## config.mk

```make
export PLATFORM = sky130hd
export DESIGN_NAME = cyc_state_decoder
export DESIGN_NICKNAME = d
export VERILOG_FILES = /design/src/rtl/cyc_state_decoder.sv
export SDC_FILE = /design/constraint.sdc
export NUM_CORES = 1
export LEC_CHECK = 0
export BUFFER_PORTS_ARGS = -buffer_cell sky130_fd_sc_hd__buf_2
export CAP_MARGIN = 20
export CORE_MARGIN = 3
export CORE_UTILIZATION = 50
export CTS_BUF_LIST = sky130_fd_sc_hd__clkbuf_4
export DETAILED_ROUTE_END_ITERATION = 8
export PLACE_DENSITY = 0.79
export SLEW_MARGIN = 15
export SYNTH_ARGS = -nofsm -noshare
export SYNTH_HDL_FRONTEND = slang
export SYNTH_SLANG_ARGS = --single-unit
```

## constraint.sdc

```tcl
create_clock -name CK -period 2.5 [get_ports CK]
set_input_delay 0.5 -clock CK [delete_from_list [all_inputs] [get_ports CK]]
set_output_delay 0.5 -clock CK [all_outputs]
set_load 0.01 [all_outputs]
```

## src/rtl/cyc_state_decoder.sv

```systemverilog
// Cycle-control state decoder: registered phase decodes of the CC state, cycle
// length measurement between TERM samples, and sticky timeout/sequence-error flags.
module cyc_state_decoder (
    input  logic       CK,
    input  logic       RESET,
    input  logic       TERM_n,
    input  logic [3:0] CC_n,
    input  logic       BRK_n,
    input  logic       CLRERR,
    output logic       CYCDONE,
    output logic [4:0] CYCLEN,
    output logic       BUSY,
    output logic       PH_WAITBUS,
    output logic       PH_SLOW,
    output logic       PH_BRK,
    output logic       PH_LONG,
    output logic       TIMEOUT,
    output logic       SEQERR
);

    localparam logic [4:0] CNT_MAX = 5'd31;

    logic       term;
    logic       brk;
    logic [3:0] cc;

    assign term = ~TERM_n;
    assign brk  = ~BRK_n;

    genvar gi;
    generate
        for (gi = 0; gi < 4; gi++) begin : g_cc_pol
            assign cc[gi] = ~CC_n[gi];
        end
    endgenerate

    logic [4:0] cnt_q,     cnt_d;
    logic [4:0] cyclen_q,  cyclen_d;
    logic       cycdone_q, cycdone_d;
    logic       busy_q,    busy_d;
    logic       waitbus_q, waitbus_d;
    logic       slow_q,    slow_d;
    logic       phbrk_q,   phbrk_d;
    logic       long_q,    long_d;
    logic       timeout_q, timeout_d;
    logic       seqerr_q,  seqerr_d;
    logic       prev_term_q;
    logic [3:0] prev_cc_q;

    logic cnt_sat;
    logic timeout_set;
    logic seqerr_set;

    always_comb begin
        cnt_sat = (cnt_q == CNT_MAX);

        cnt_d    = cnt_q;
        cyclen_d = cyclen_q;
        if (term) begin
            cnt_d    = 5'd0;
            cyclen_d = cnt_sat ? CNT_MAX : cnt_q + 5'd1;
        end else if (!cnt_sat) begin
            cnt_d = cnt_q + 5'd1;
        end

        cycdone_d = term;
        busy_d    = (cc != 4'b0000);
        waitbus_d = (cc == 4'b0010) || (cc == 4'b0110);
        slow_d    = (cc == 4'b0101);
        phbrk_d   = (cc == 4'b0111) && brk;
        long_d    = cc[3];

        // A cycle must start from idle after TERM, and may only return to idle via TERM.
        timeout_set = cnt_sat && !term;
        seqerr_set  = (prev_term_q && (cc != 4'b0000)) ||
                      ((prev_cc_q != 4'b0000) && (cc == 4'b0000) && !prev_term_q);

        // Set has priority over clear.
        timeout_d = timeout_set ? 1'b1 : (CLRERR ? 1'b0 : timeout_q);
        seqerr_d  = seqerr_set  ? 1'b1 : (CLRERR ? 1'b0 : seqerr_q);
    end

    always_ff @(posedge CK or posedge RESET) begin
        if (RESET) begin
            cnt_q       <= 5'd0;
            cyclen_q    <= 5'd0;
            cycdone_q   <= 1'b0;
            busy_q      <= 1'b0;
            waitbus_q   <= 1'b0;
            slow_q      <= 1'b0;
            phbrk_q     <= 1'b0;
            long_q      <= 1'b0;
            timeout_q   <= 1'b0;
            seqerr_q    <= 1'b0;
            prev_term_q <= 1'b0;
            prev_cc_q   <= 4'b0000;
        end else begin
            cnt_q       <= cnt_d;
            cyclen_q    <= cyclen_d;
            cycdone_q   <= cycdone_d;
            busy_q      <= busy_d;
            waitbus_q   <= waitbus_d;
            slow_q      <= slow_d;
            phbrk_q     <= phbrk_d;
            long_q      <= long_d;
            timeout_q   <= timeout_d;
            seqerr_q    <= seqerr_d;
            prev_term_q <= term;
            prev_cc_q   <= cc;
        end
    end

    assign CYCDONE    = cycdone_q;
    assign CYCLEN     = cyclen_q;
    assign BUSY       = busy_q;
    assign PH_WAITBUS = waitbus_q;
    assign PH_SLOW    = slow_q;
    assign PH_BRK     = phbrk_q;
    assign PH_LONG    = long_q;
    assign TIMEOUT    = timeout_q;
    assign SEQERR     = seqerr_q;

endmodule

```

### Yosys cells after proc, flatten, opt, wreduce, memory -nomap -nowiden

Cells that the tools add are included.

* register bits: 22
* latch bits: 0
* RAM bits: 0
* memory bits (read-only): 0
* input bits: 9
* output and inout port bits: 13
* word-level logic and storage cells: 43
* memories: 0

* $add $sub $neg: 1
* $mul: 0
* divide/modulo/power cells: 0
* $lt $le $gt $ge: 0
* equal/unequal tests: 6
* shift-type cells: 0
* muxes and demuxes: 6
* bitwise logic cells: 6
* reductions and logical operators: 13

Operator list (number)
* 2-to-1 mux 5 bit: 3
* == test 4 x 3 -> 1 bit, second input constant: 3
* nonzero test 4 bit: 2
* inverter 1 bit: 6
* adder 5 x 1 -> 5 bit, second input constant: 1
* == test 5 bit, second input constant: 1
* logical AND 1 bit: 5
* == test 4 x 2 -> 1 bit, second input constant: 1
* logical NOT 4 bit: 1
* nonzero test 2 bit: 2
* 2-to-1 mux 1 bit: 3
* logical OR 1 bit: 2
* != test 2 bit, second input constant: 1
* logical NOT 1 bit: 1

### Depth between registers and ports, before layout

Gate-level depths: netlist of the first run.

* depth after elaboration: 6
* mapped depth: 5
* gate-level depth less buffers: 5

### Least setup slack after synthesis of the first run

OpenSTA, ideal clock, no wires.

* path type: reg-to-reg
* from: register cnt_q[0]
* to: register cnt_q[4]
* library setup time: 0.122 ns
* arrival time: 1.093 ns
* required time: 2.378 ns
* slack: 1.284 ns
* stages on the path, launching flop included: 6
* period minus slack after synthesis: 1.216 ns
* cell sequence: dfrtp_1 ha_1 nand3_1 ha_1 nor2_1 nor2_1

* cells in the longest elaborated chain, start to end: 3
* elaborated cells between the ends (all ways): 5
* those cells by class: add/sub: 1; eq/ne: 2; mux: 2

Ends and longest elaborated chain
* start, declared: line 37 `logic [4:0] cnt_q, cnt_d;`
* start signal, assigned: line 98 `cnt_q <= cnt_d;`
* adder 5 x 1 -> 5 bit: line 63 `cnt_d = cnt_q + 5'd1;`
* 2-to-1 mux 5 bit: line 62 `end else if (!cnt_sat) begin`
* 2-to-1 mux 5 bit: line 59 `if (term) begin`

Parallel ways exist; a longest one is shown, timed or not. The select of a mux whose other input is x is not followed.
A chain may end at the register's enable or synchronous reset.

==> results of run 1 <==
state kept, by name (all words and copies together), names as in the netlist:
name / cells
BUSY: 1
PH_SLOW: 1
cnt_q: 5
SEQERR: 1
prev_term_q: 1
PH_BRK: 1
prev_cc_q: 3
PH_WAITBUS: 1
CYCLEN: 5
PH_LONG: 1
TIMEOUT: 1
per-stage QoR:
step / util, % / total power, W / instance area, um2
detailed placement: 62.09 / 0.0004452 / 957.2
CTS: 64.04 / 0.0006144 / 987.2
floorplan: - / 0.0004143 / 832.0
finish: 64.04 / 0.0006047 / 987.2
global route: 64.04 / 0.0006376 / 987.2
global placement: 62.09 / 0.0004425 / 957.2
metal layers:
metal,track usage [%],vias up
li1,-,290
met1,19.51,251
met2,22.22,19
met3,5.364,2
met4,6.630,0
met5,0,-
cell families after synthesis:
logic type / after synthesis / share of synthesized area (%)
compound gates: 10 / 9.024
buf+inv: 8 / 3.609
flops: 21 / 63.16
mux: 1 / 1.804
simple gates: 27 / 19.40
fa+ha+maj: 2 / 3.007
Yosys cell counts (all sizes together):
cell type | number | area, um2
nor3b | 1 | 12.51
a21boi | 1 | 7.510
a22o | 1 | 8.760
a31o | 1 | 8.760
a21oi | 2 | 13.76
inv | 8 | 30.03
dfrtp | 21 | 525.5
nor3 | 3 | 20.02
and4 | 1 | 11.26
ha | 2 | 25.02
and2 | 1 | 6.260
and3 | 1 | 6.260
a221o | 1 | 10.01
nor2 | 5 | 18.77
a41o | 1 | 10.01
nand3 | 2 | 10.01
nand4 | 2 | 18.77
nor4 | 2 | 18.77
a31oi | 1 | 6.260
mux2 | 1 | 15.01
nand2 | 7 | 26.28
or2 | 1 | 6.260
o21ai | 2 | 10.01
or3 | 1 | 6.260
worst paths after layout:
path                              from         to  slack, ns  cells after the start
max                        prev_term_q    CYCDONE       1.15                      1
min                              RESET  CYCLEN[1]       0.31                      2
max reg2reg                   cnt_q[0]   cnt_q[4]       1.19                      5
min reg2reg                  CYCLEN[1]  CYCLEN[1]       0.48                      2
max in group asynchronous        RESET    PH_SLOW       1.73                      2
min in group CK                CC_n[2]    PH_SLOW       0.40                      2
final cells by class:
cell class | instances | area [um2]
Inverter | 8 | 30.03
Clock buffer | 4 | 30.03
Multi-Input combinational cell | 40 | 276.5
Sequential cell | 21 | 525.5
Timing Repair Buffer | 21 | 105.1
Fill cell | 136 | 554.3
Tap cell | 16 | 20.02
power by group through the flow:
stage                     registers, W  clock network (W)  logic [W]
after global routing          0.000372           0.000189  0.0000770
final                         0.000369           0.000168  0.0000674
after global placement        0.000375                  0  0.0000671
after floorplan               0.000382                  0  0.0000327
after CTS                     0.000369           0.000176  0.0000692
after detailed placement      0.000376                  0  0.0000691
==> summary.md, run 1 <==
| Metric | Value |
|---|---|
| Outcome | `completed` |
| Comb power frac | `11.1%` |
| Clk root buf | `clkbuf_4` |
| Total gr overflow | `0` |
| Worst EP arrival | `0.85 ns` |
| Final Cycle Share | `53.93%` |
| Worst Path Max Fanout | `3` |
| Post-layout nets | `106` |
| GR Util All Layers | `14.89%` |
| Cells after Synth | `69` |
| Clk network pwr share | `27.8%` |
| Ports | `22` |
| Die Width | `46.80 um` |
| Layout Area Growth over Synthesis | `18.65%` |
| Core Rows | `14` |
| Via count | `562` |
| Leak | `0.5109 nW` |
| Crit path buffers/inverters | `1` |
| CTS tree | `done` |
| Worst skew pair latency | `0.30 ns` |
| Endpoints failing hold | `0` |
| Average cell area after synthesis | `12.06 um2` |
| Hold_ws | `0.3095 ns` |
| Full die area | `2190 um2` |
| CP peak stage delay | `0.41 ns` |
| Synthesized flop and latch total | `21` |
| Worst Hold Class | `in2async` |
| Synth cell types | `29` |
| Reg clk slew, reported paths | `0.11 ns` |
| Mapped Nets | `80` |
| Psw | `0.0001449 W` |
| Core ar. | `1541 um2` |
| Largest net degree at the start of global routing | `22` |
| Final max-slew violation count | `0` |
| Clock buffer depth | `2` |
| # diodes | `0` |
| Met3 Wirelength | `112 um` |
| Routed WL per cell | `12.67 um` |
| RSZ-0062 raised after global routing | `no` |
| Vias/cell | `5.109` |
| Setup Skew | `0.004824 ns` |
| Sequential power share | `61.1%` |
| Fin crit period | `1.348 ns` |
| Dpl cells | `106` |
| Initial antenna violation count | `0` |
| Max VDD drop | `0.4022 mV` |
| DRT antenna net count | `0` |
| Setup crit start kind | `register` |
| Worst EP required | `2.00 ns` |
| Metal2 WL | `607 um` |
| Pre-CTS WS | `1.210 ns` |
| Yosys warns | `0` |
| Sw Share | `23.95%` |
| Cell Pwr Density | `612.6 nW/um2` |
| Share of cells above drive strength 1 | `35.11%` |
| Cell Area, Synth | `832.0 um2` |
| Worst path top cell family by delay | `flip-flops` |
| P_int | `0.0004599 W` |
| WL final | `1394 um` |
| Slew @ Worst Pin | `0.7373 ns` |
| Clock sink total | `21` |
| Slew margin rel. | `50.79%` |
| Crit path cell chain | `buf_2` |
| Crit-path slowest cell | `dfrtp_1` |
| Max-Cap Viols | `0` |
| Number of CTS-inserted buffers | `3` |
| Dpl hpwl | `1099 um` |
| DR top layer | `met4` |
| Chip Height | `46.80 um` |
| Vias in the first global route | `516` |
| Hold Buf Count CTS | `0` |
| IO buf count | `21` |
| Non-filler instance count after layout | `110` |
| Starting Density | `53.98%` |
| Final setup margin | `1.152 ns` |
| Endpoint type of the worst setup path | `output port` |
| Wl on met1 | `648 um` |
| First-pass GRT wire length | `2242 um` |
| RePlAce Congestion | `0.7431` |
| Post-CTS Setup Bufs | `0` |
| Max Clk Rate | `0.7417 GHz` |
| TritonRoute pass-1 iters | `4` |
| Most frequent cells in the layout | `dfrtp_1, buf_2, inv_1, nand2_1, nor2_1` |
| Critical path class | `reg2out` |
| Seq/Total Area, Yosys | `63.16%` |
| Post-CTS sizing | `0` |
| # DRC | `0` |
| Final setup TNS | `0 ns` |
| Final-report setup violation count | `0` |
| CTS H-Tree Depth | `1` |
| Initial drt markers | `7` |
No activity file was read; power rests on OpenSTA's default activity.
==> run 2: changes to the inputs <==
--- a/config.mk
+++ b/config.mk
@@ -8,10 +8,10 @@
 export BUFFER_PORTS_ARGS = -buffer_cell sky130_fd_sc_hd__buf_2
 export CAP_MARGIN = 20
 export CORE_MARGIN = 3
-export CORE_UTILIZATION = 50
+export CORE_UTILIZATION = 47
 export CTS_BUF_LIST = sky130_fd_sc_hd__clkbuf_4
 export DETAILED_ROUTE_END_ITERATION = 8
-export PLACE_DENSITY = 0.79
+export PLACE_DENSITY = 0.78
 export SLEW_MARGIN = 15
 export SYNTH_ARGS = -nofsm -noshare
 export SYNTH_HDL_FRONTEND = slang
==> constraint.sdc (replaced) <==
create_clock -name CK -period 1.2 [get_ports CK]
set_input_delay 0.24 -clock CK [delete_from_list [all_inputs] [get_ports CK]]
set_output_delay 0.24 -clock CK [all_outputs]
set_load 0.01 [all_outputs]
==> run 2 against run 1 <==
Net effect: total power up 110%; core utilization up 3.7 points; worst hold slack worse by 0.20 ns; sequential cell count unchanged; cell count up 5.5%; worst setup slack worse by 1.1 ns; design area up 8.1%; sequential power up 110%; die area up 5.5%; first-iteration DRC count rose to 2.7 times the previous value; sequential share of layout area down 4.0 points.
==> summary.md, run 2 (same netlist as run 1, synthesis figures left out) <==
| Metric | Value |
|---|---|
| RePlAce Congestion | `0.7712 (was 0.7431)` |
| CP peak stage delay | `0.42 ns (was 0.41 ns)` |
| Core ar. | `1577 um2 (was 1541 um2)` |
| Footprint of the multi-input gates | `309.0 um2 (was 276.5 um2)` |
| Die Width | `48.08 um (was 46.80 um)` |
| Clock sink total | `21 (unchanged)` |
| Share of cells above drive strength 1 | `42.00% (was 35.11%)` |
| Comb power frac | `12.7% (was 11.1%)` |
| Max VDD drop | `0.7564 mV (was 0.4022 mV)` |
| Psw | `0.0003363 W (was 0.0001449 W)` |
| Dpl hpwl | `1061 um (was 1099 um)` |
| Worst skew pair latency | `0.31 ns (was 0.30 ns)` |
| Chip Height | `48.08 um (was 46.80 um)` |
| First-pass GRT wire length | `2539 um (was 2242 um)` |
| Clk network pwr share | `27.4% (was 27.8%)` |
| Reg clk slew, reported paths | `0.12 ns (was 0.11 ns)` |
| Final-report setup violation count | `0 (unchanged)` |
| Starting Density | `52.78% (was 53.98%)` |
| Setup crit start kind | `register (unchanged)` |
| CTS H-Tree Depth | `1 (unchanged)` |
| Endpoint type of the worst setup path | `register (was output port)` |
| Post-layout nets | `112 (was 106)` |
| Max-Cap Viols | `0 (unchanged)` |
| TritonRoute pass-1 iters | `4 (unchanged)` |
| Initial drt markers | `19 (was 7)` |
| Clock buffer depth | `2 (unchanged)` |
| Via count | `602 (was 562)` |
| Number of CTS-inserted buffers | `3 (unchanged)` |
| Clk root buf | `clkbuf_4 (unchanged)` |
| Routed WL per cell | `12.87 um (was 12.67 um)` |
| GR Util All Layers | `16.60% (was 14.89%)` |
| Final Cycle Share | `97.24%` |
| CTS tree | `done (unchanged)` |
| Endpoints failing hold | `0 (unchanged)` |
| Final Cell Area | `1067 um2 (was 987.2 um2)` |
| Final setup margin | `0.03307 ns (was 1.152 ns)` |
| Outcome | `completed (unchanged)` |
| Total gr overflow | `0 (unchanged)` |
| Pre-CTS WS | `-0.01224 ns (was 1.210 ns)` |
| Core Rows | `14 (unchanged)` |
| Vias/cell | `5.190 (was 5.109)` |
| Most frequent cells in the layout | `dfrtp_1, buf_2, inv_1, nand2_1, buf_4 (was dfrtp_1, buf_2, inv_1, nand2_1, nor2_1)` |
| Sequential power share | `59.9% (was 61.1%)` |
| Placed inst area | `997.2 um2 (was 957.2 um2)` |
| Setup Skew | `0.005632 ns (was 0.004824 ns)` |
| Cell Pwr Density | `1206 nW/um2 (was 612.6 nW/um2)` |
| Slew margin rel. | `83.35% (was 50.79%)` |
| Post-CTS Setup Bufs | `0 (unchanged)` |
| Worst Hold Class | `in2reg (was in2async)` |
| Initial antenna violation count | `0 (unchanged)` |
| Critical path class | `reg2reg (was reg2out)` |
| Worst EP arrival | `1.39 ns (was 0.85 ns)` |
| Leak | `0.5344 nW (was 0.5109 nW)` |
| Crit-path slowest cell | `dfrtp_1 (unchanged)` |
| Sw Share | `26.12% (was 23.95%)` |
| Vias in the first global route | `554 (was 516)` |
| Power Total | `0.001288 W (was 0.0006047 W)` |
| Ports | `22 (unchanged)` |
| Largest net degree at the start of global routing | `22 (unchanged)` |
| Final max-slew violation count | `0 (unchanged)` |
| IO buf count | `21 (unchanged)` |
| Full die area | `2311 um2 (was 2190 um2)` |
| WL final | `1493 um (was 1394 um)` |
| # diodes | `0 (unchanged)` |
| Fin crit period | `1.167 ns` |
| Crit path cell chain | `ha_4 -> nand3_2 -> ha_4 -> nor2_1 -> nor2_1 (was buf_2)` |
| RSZ-0062 raised after global routing | `yes (was no)` |
| Register area | `525.5 um2 (unchanged)` |
| Final setup TNS | `0 ns (unchanged)` |
| # DRC | `0 (unchanged)` |
| Filler cells | `125 (was 136)` |
| P_int | `0.0009514 W (was 0.0004599 W)` |
| Max Clk Rate | `0.8570 GHz` |
| Worst Path Max Fanout | `6 (was 3)` |
| Util after Layout | `67.70% (was 64.04%)` |
| Slew @ Worst Pin | `0.2497 ns (was 0.7373 ns)` |
| Layout Area Growth over Synthesis | `28.27% (was 18.65%)` |
| DRT antenna net count | `0 (unchanged)` |
| Worst EP required | `1.42 ns (was 2.00 ns)` |
[run 2: cell count changes in the layout (fill, tap and decap cells not counted)]
| cell | change |
|---|---|
| nand3_1 | -1 |
| ha_1 | -2 |
| nor2_2 | +1 |
| nor2_1 | -1 |
| nand3_2 | +1 |
| ha_4 | +2 |
| dlygate4sd3_1 | +1 |
| clkinvlp_4 | +1 |
| buf_4 | +5 |
| clkbuf_4 | -1 |
[run 2: path summary, 6_finish.rpt]
path	depth (start not counted)	slack (ns)	start	to
min in group asynchronous	4	0.47	RESET	TIMEOUT
max	5	0.03	cnt_q[1]	cnt_q[4]
max reg2reg	5	0.03	cnt_q[1]	cnt_q[4]
max in group asynchronous	4	0.52	RESET	cnt_q[2]
min	2	0.11	CC_n[2]	prev_cc_q[2]
min reg2reg	2	0.50	CYCLEN[1]	CYCLEN[1]
[run 2: area by class of cell]
type                       instances  share of cell area, %
sequential                        21                  49.24
multi-input combinational         40                  28.96
timing repair buffer              27                  14.30
inverter                           8                  2.814
clock buffer                       3                  2.110
tap                               16                  1.876
clock inverter                     1                 0.7034
[run 2: critical path: cells and delay by family (launching register included)]
kind | cells | cell delay [ns]
adder cells (fa/ha/maj) | 2 | 0.42
flip-flops | 1 | 0.42
AND/OR/NAND/NOR | 3 | 0.23
[run 2: metrics by stage]
step / hold WS (ns) / std cells
3_5_place_dp: 0.2795 / 111
4_1_cts: 0.1038 / 116
2_1_floorplan: 0.2165 / 69
3_3_place_gp: 0.2750 / 111
6_report: 0.1116 / 116
5_1_grt: 0.08882 / 116
[run 2: power groups by stage]
| stage | clock network (W) | logic, W | registers [W] |
|---|---|---|---|
| floorplan | 0 | 0.0000691 | 0.000795 |
| global placement | 0 | 0.000156 | 0.000780 |
| detailed placement | 0 | 0.000159 | 0.000781 |
| CTS | 0.000365 | 0.000165 | 0.000771 |
| global route | 0.000401 | 0.000185 | 0.000778 |
| finish | 0.000353 | 0.000164 | 0.000771 |
[run 2: per-layer routing]
metal	global-route usage (%)	share of wire [%]	wire, um
met1	21.93	48	719
met3	4.887	5.7	85
met5	0	0	0
met4	9.677	1.7	25
met2	24.01	44	663
[run 2: timing repair]
action | CTS | global route
endpoints found under the hold margin | 21 | 0
pin swaps | 0 | 4
endpoints found under the setup margin | 1 | 4
gates resized for setup | 1 | 3
hold buffers | 1 | 0
==> run 3: changes to the inputs <==
--- a/config.mk
+++ b/config.mk
@@ -11,7 +11,7 @@
 export CORE_UTILIZATION = 47
 export CTS_BUF_LIST = sky130_fd_sc_hd__clkbuf_4
 export DETAILED_ROUTE_END_ITERATION = 8
-export PLACE_DENSITY = 0.78
+export PLACE_DENSITY = 0.77
 export SLEW_MARGIN = 15
 export SYNTH_ARGS = -nofsm -noshare
 export SYNTH_HDL_FRONTEND = slang
==> run 3 against run 2 <==
Net effect: the run now ends with setup timing left; sequential power about the same; critical path depth did not move; sequential share of layout area up 0.23 points; clock skew down 0.0018 ns; critical endpoint unchanged; highest routed layer unchanged.
==> summary.md, run 3 (same netlist as run 1, synthesis figures left out) <==
| Metric | Value |
|---|---|
| Cell Pwr Density | `1199 nW/um2 (was 1206 nW/um2)` |
| Core Rows | `14 (unchanged)` |
| Routed WL per cell | `13.26 um (was 12.87 um)` |
| Failing checks | `setup timing` |
| Final setup margin | `-0.004175 ns (was 0.03307 ns)` |
| Reg clk slew, reported paths | `0.12 ns (about the same)` |
| Final max-slew violation count | `0 (unchanged)` |
| Final-report setup violation count | `1 (was 0)` |
| # DRC | `0 (unchanged)` |
| Util after Layout | `67.38% (was 67.70%)` |
| Initial drt markers | `7 (was 19)` |
| Worst EP arrival | `1.40 ns (was 1.39 ns)` |
| Worst Hold Class | `in2reg (unchanged)` |
| Vias in the first global route | `617 (was 554)` |
| WL final | `1538 um (was 1493 um)` |
| Number of CTS-inserted buffers | `3 (unchanged)` |
| RePlAce Congestion | `0.7570 (was 0.7712)` |
| Outcome | `complete, but fails checks (was completed)` |
| Non-filler instance count after layout | `116 (unchanged)` |
| Final setup TNS | `-0.004175 ns (was 0 ns)` |
| Endpoint type of the worst setup path | `register (unchanged)` |
| Slew margin rel. | `83.60% (was 83.35%)` |
| GR Util All Layers | `15.94% (was 16.60%)` |
| Chip Height | `48.08 um (unchanged)` |
| Dpl cells | `111 (unchanged)` |
| Via count | `605 (was 602)` |
| Setup Skew | `0.003847 ns (was 0.005632 ns)` |
| First-pass GRT wire length | `2532 um (was 2539 um)` |
| Max-Cap Viols | `0 (unchanged)` |
| Placed inst area | `997.2 um2 (unchanged)` |
| Ports | `22 (unchanged)` |
| Critical path class | `reg2reg (unchanged)` |
| Endpoints failing hold | `0 (unchanged)` |
| Post-layout nets | `112 (unchanged)` |
| # diodes | `0 (unchanged)` |
| RSZ-0062 raised after global routing | `yes (unchanged)` |
| Register area | `525.5 um2 (unchanged)` |
| Share of cells above drive strength 1 | `42.00% (unchanged)` |
| Core ar. | `1577 um2 (unchanged)` |
| Full die area | `2311 um2 (unchanged)` |
| Leak | `0.5334 nW (was 0.5344 nW)` |
| Worst skew pair latency | `0.29 ns (was 0.31 ns)` |
| Worst EP required | `1.39 ns (was 1.42 ns)` |
| Fin crit period | `1.204 ns (was 1.167 ns)` |
| Max VDD drop | `0.7976 mV (was 0.7564 mV)` |
| Die Width | `48.08 um (unchanged)` |
| Clock sink total | `21 (unchanged)` |
| Dpl hpwl | `1131 um (was 1061 um)` |
| Layout Area Growth over Synthesis | `27.67% (was 28.27%)` |
| Footprint of the multi-input gates | `304.0 um2 (was 309.0 um2)` |
| Starting Density | `52.78% (unchanged)` |
| Pre-CTS WS | `0.003606 ns (was -0.01224 ns)` |
| CTS H-Tree Depth | `1 (unchanged)` |
| Slew @ Worst Pin | `0.2438 ns (was 0.2497 ns)` |
| IO buf count | `21 (unchanged)` |
| Final Cell Area | `1062 um2 (was 1067 um2)` |
| Largest net degree at the start of global routing | `22 (unchanged)` |
| Final Cycle Share | `100.3% (was 97.24%)` |
| Initial antenna violation count | `0 (unchanged)` |
| Clock buffer depth | `2 (unchanged)` |
| Max Clk Rate | `0.8304 GHz (was 0.8570 GHz)` |
| Most frequent cells in the layout | `dfrtp_1, buf_2, inv_1 (was dfrtp_1, buf_2, inv_1, nand2_1, buf_4)` |
| Total gr overflow | `0 (unchanged)` |
| Vias/cell | `5.216 (was 5.190)` |
| CTS tree | `done (unchanged)` |
| Setup crit start kind | `register (unchanged)` |
| DRT antenna net count | `0 (unchanged)` |
| TritonRoute pass-1 iters | `4 (unchanged)` |
| Filler cells | `127 (was 125)` |
| Clk root buf | `clkbuf_4 (unchanged)` |
| Worst Path Max Fanout | `6 (unchanged)` |
## run 3: changes by cell type in the layout (fill, tap and decap cells not counted)
| cell | change |
|---|---|
| ha_1 | +1 |
| ha_4 | -1 |
| nand2_1 | -1 |
| nand2_2 | +1 |
| nor2_2 | -1 |
| nor2_4 | +1 |
## run 3: worst max-delay path, stage by stage (launching register included)
cell and delay, ns:
dfrtp_1 0.42, ha_4 0.18, nand3_2 0.07, ha_1 0.29, nor2_1 0.09, nor2_1 0.05
## run 3: layout make-up
type | instances | area share (%)
clock buffers | 3 | 2.120
inverters | 8 | 2.827
repair buffers | 27 | 14.37
multi-input cells | 40 | 28.62
clock inverters | 1 | 0.7067
flip-flops and latches | 21 | 49.47
well taps | 16 | 1.885
## run 3: worst paths after layout
kind / from / end / slack [ns] / cells after the start
min reg2reg: CYCLEN[1] / CYCLEN[1] / 0.49 / 2
min: CC_n[2] / prev_cc_q[2] / 0.13 / 2
max reg2reg: cnt_q[0] / cnt_q[4] / -0.004 / 5
max: cnt_q[0] / cnt_q[4] / -0.004 / 5
min in group asynchronous: RESET / SEQERR / 0.49 / 4
max in group asynchronous: RESET / CYCLEN[1] / 0.50 / 4
## run 3: timing repair
| item | CTS | global route |
|---|---|---|
| pin swaps | 1 | 5 |
| hold buffers | 1 | 0 |
| setup endpoints to repair | 1 | 4 |
| hold endpoints to repair | 21 | 0 |
| buffers inserted | 0 | 0 |
| gates resized for setup | 1 | 4 |
## run 3: metrics by stage
stage,total power [W],hold slack [ns]
global placement,0.0009370,0.2724
global route,0.001351,0.1210
floorplan,0.0008643,0.2165
CTS,0.001295,0.1148
detailed placement,0.0009420,0.2786
finish,0.001274,0.1322
## run 3: power breakdown
part           total (W)  switching, W  leakage, nW  internal [W]
Combinational   0.000171     0.0000901        0.256     0.0000804
Sequential      0.000771     0.0000247        0.264      0.000746
Clock           0.000332      0.000206       0.0139      0.000127
Total            0.00127      0.000321        0.533      0.000953
## run 3: layer usage
layer	GRT usage (%)	share of wire [%]
met5	0	0
met4	4.839	0.72
met3	3.759	6.2
met2	27.97	45
met1	19.24	48
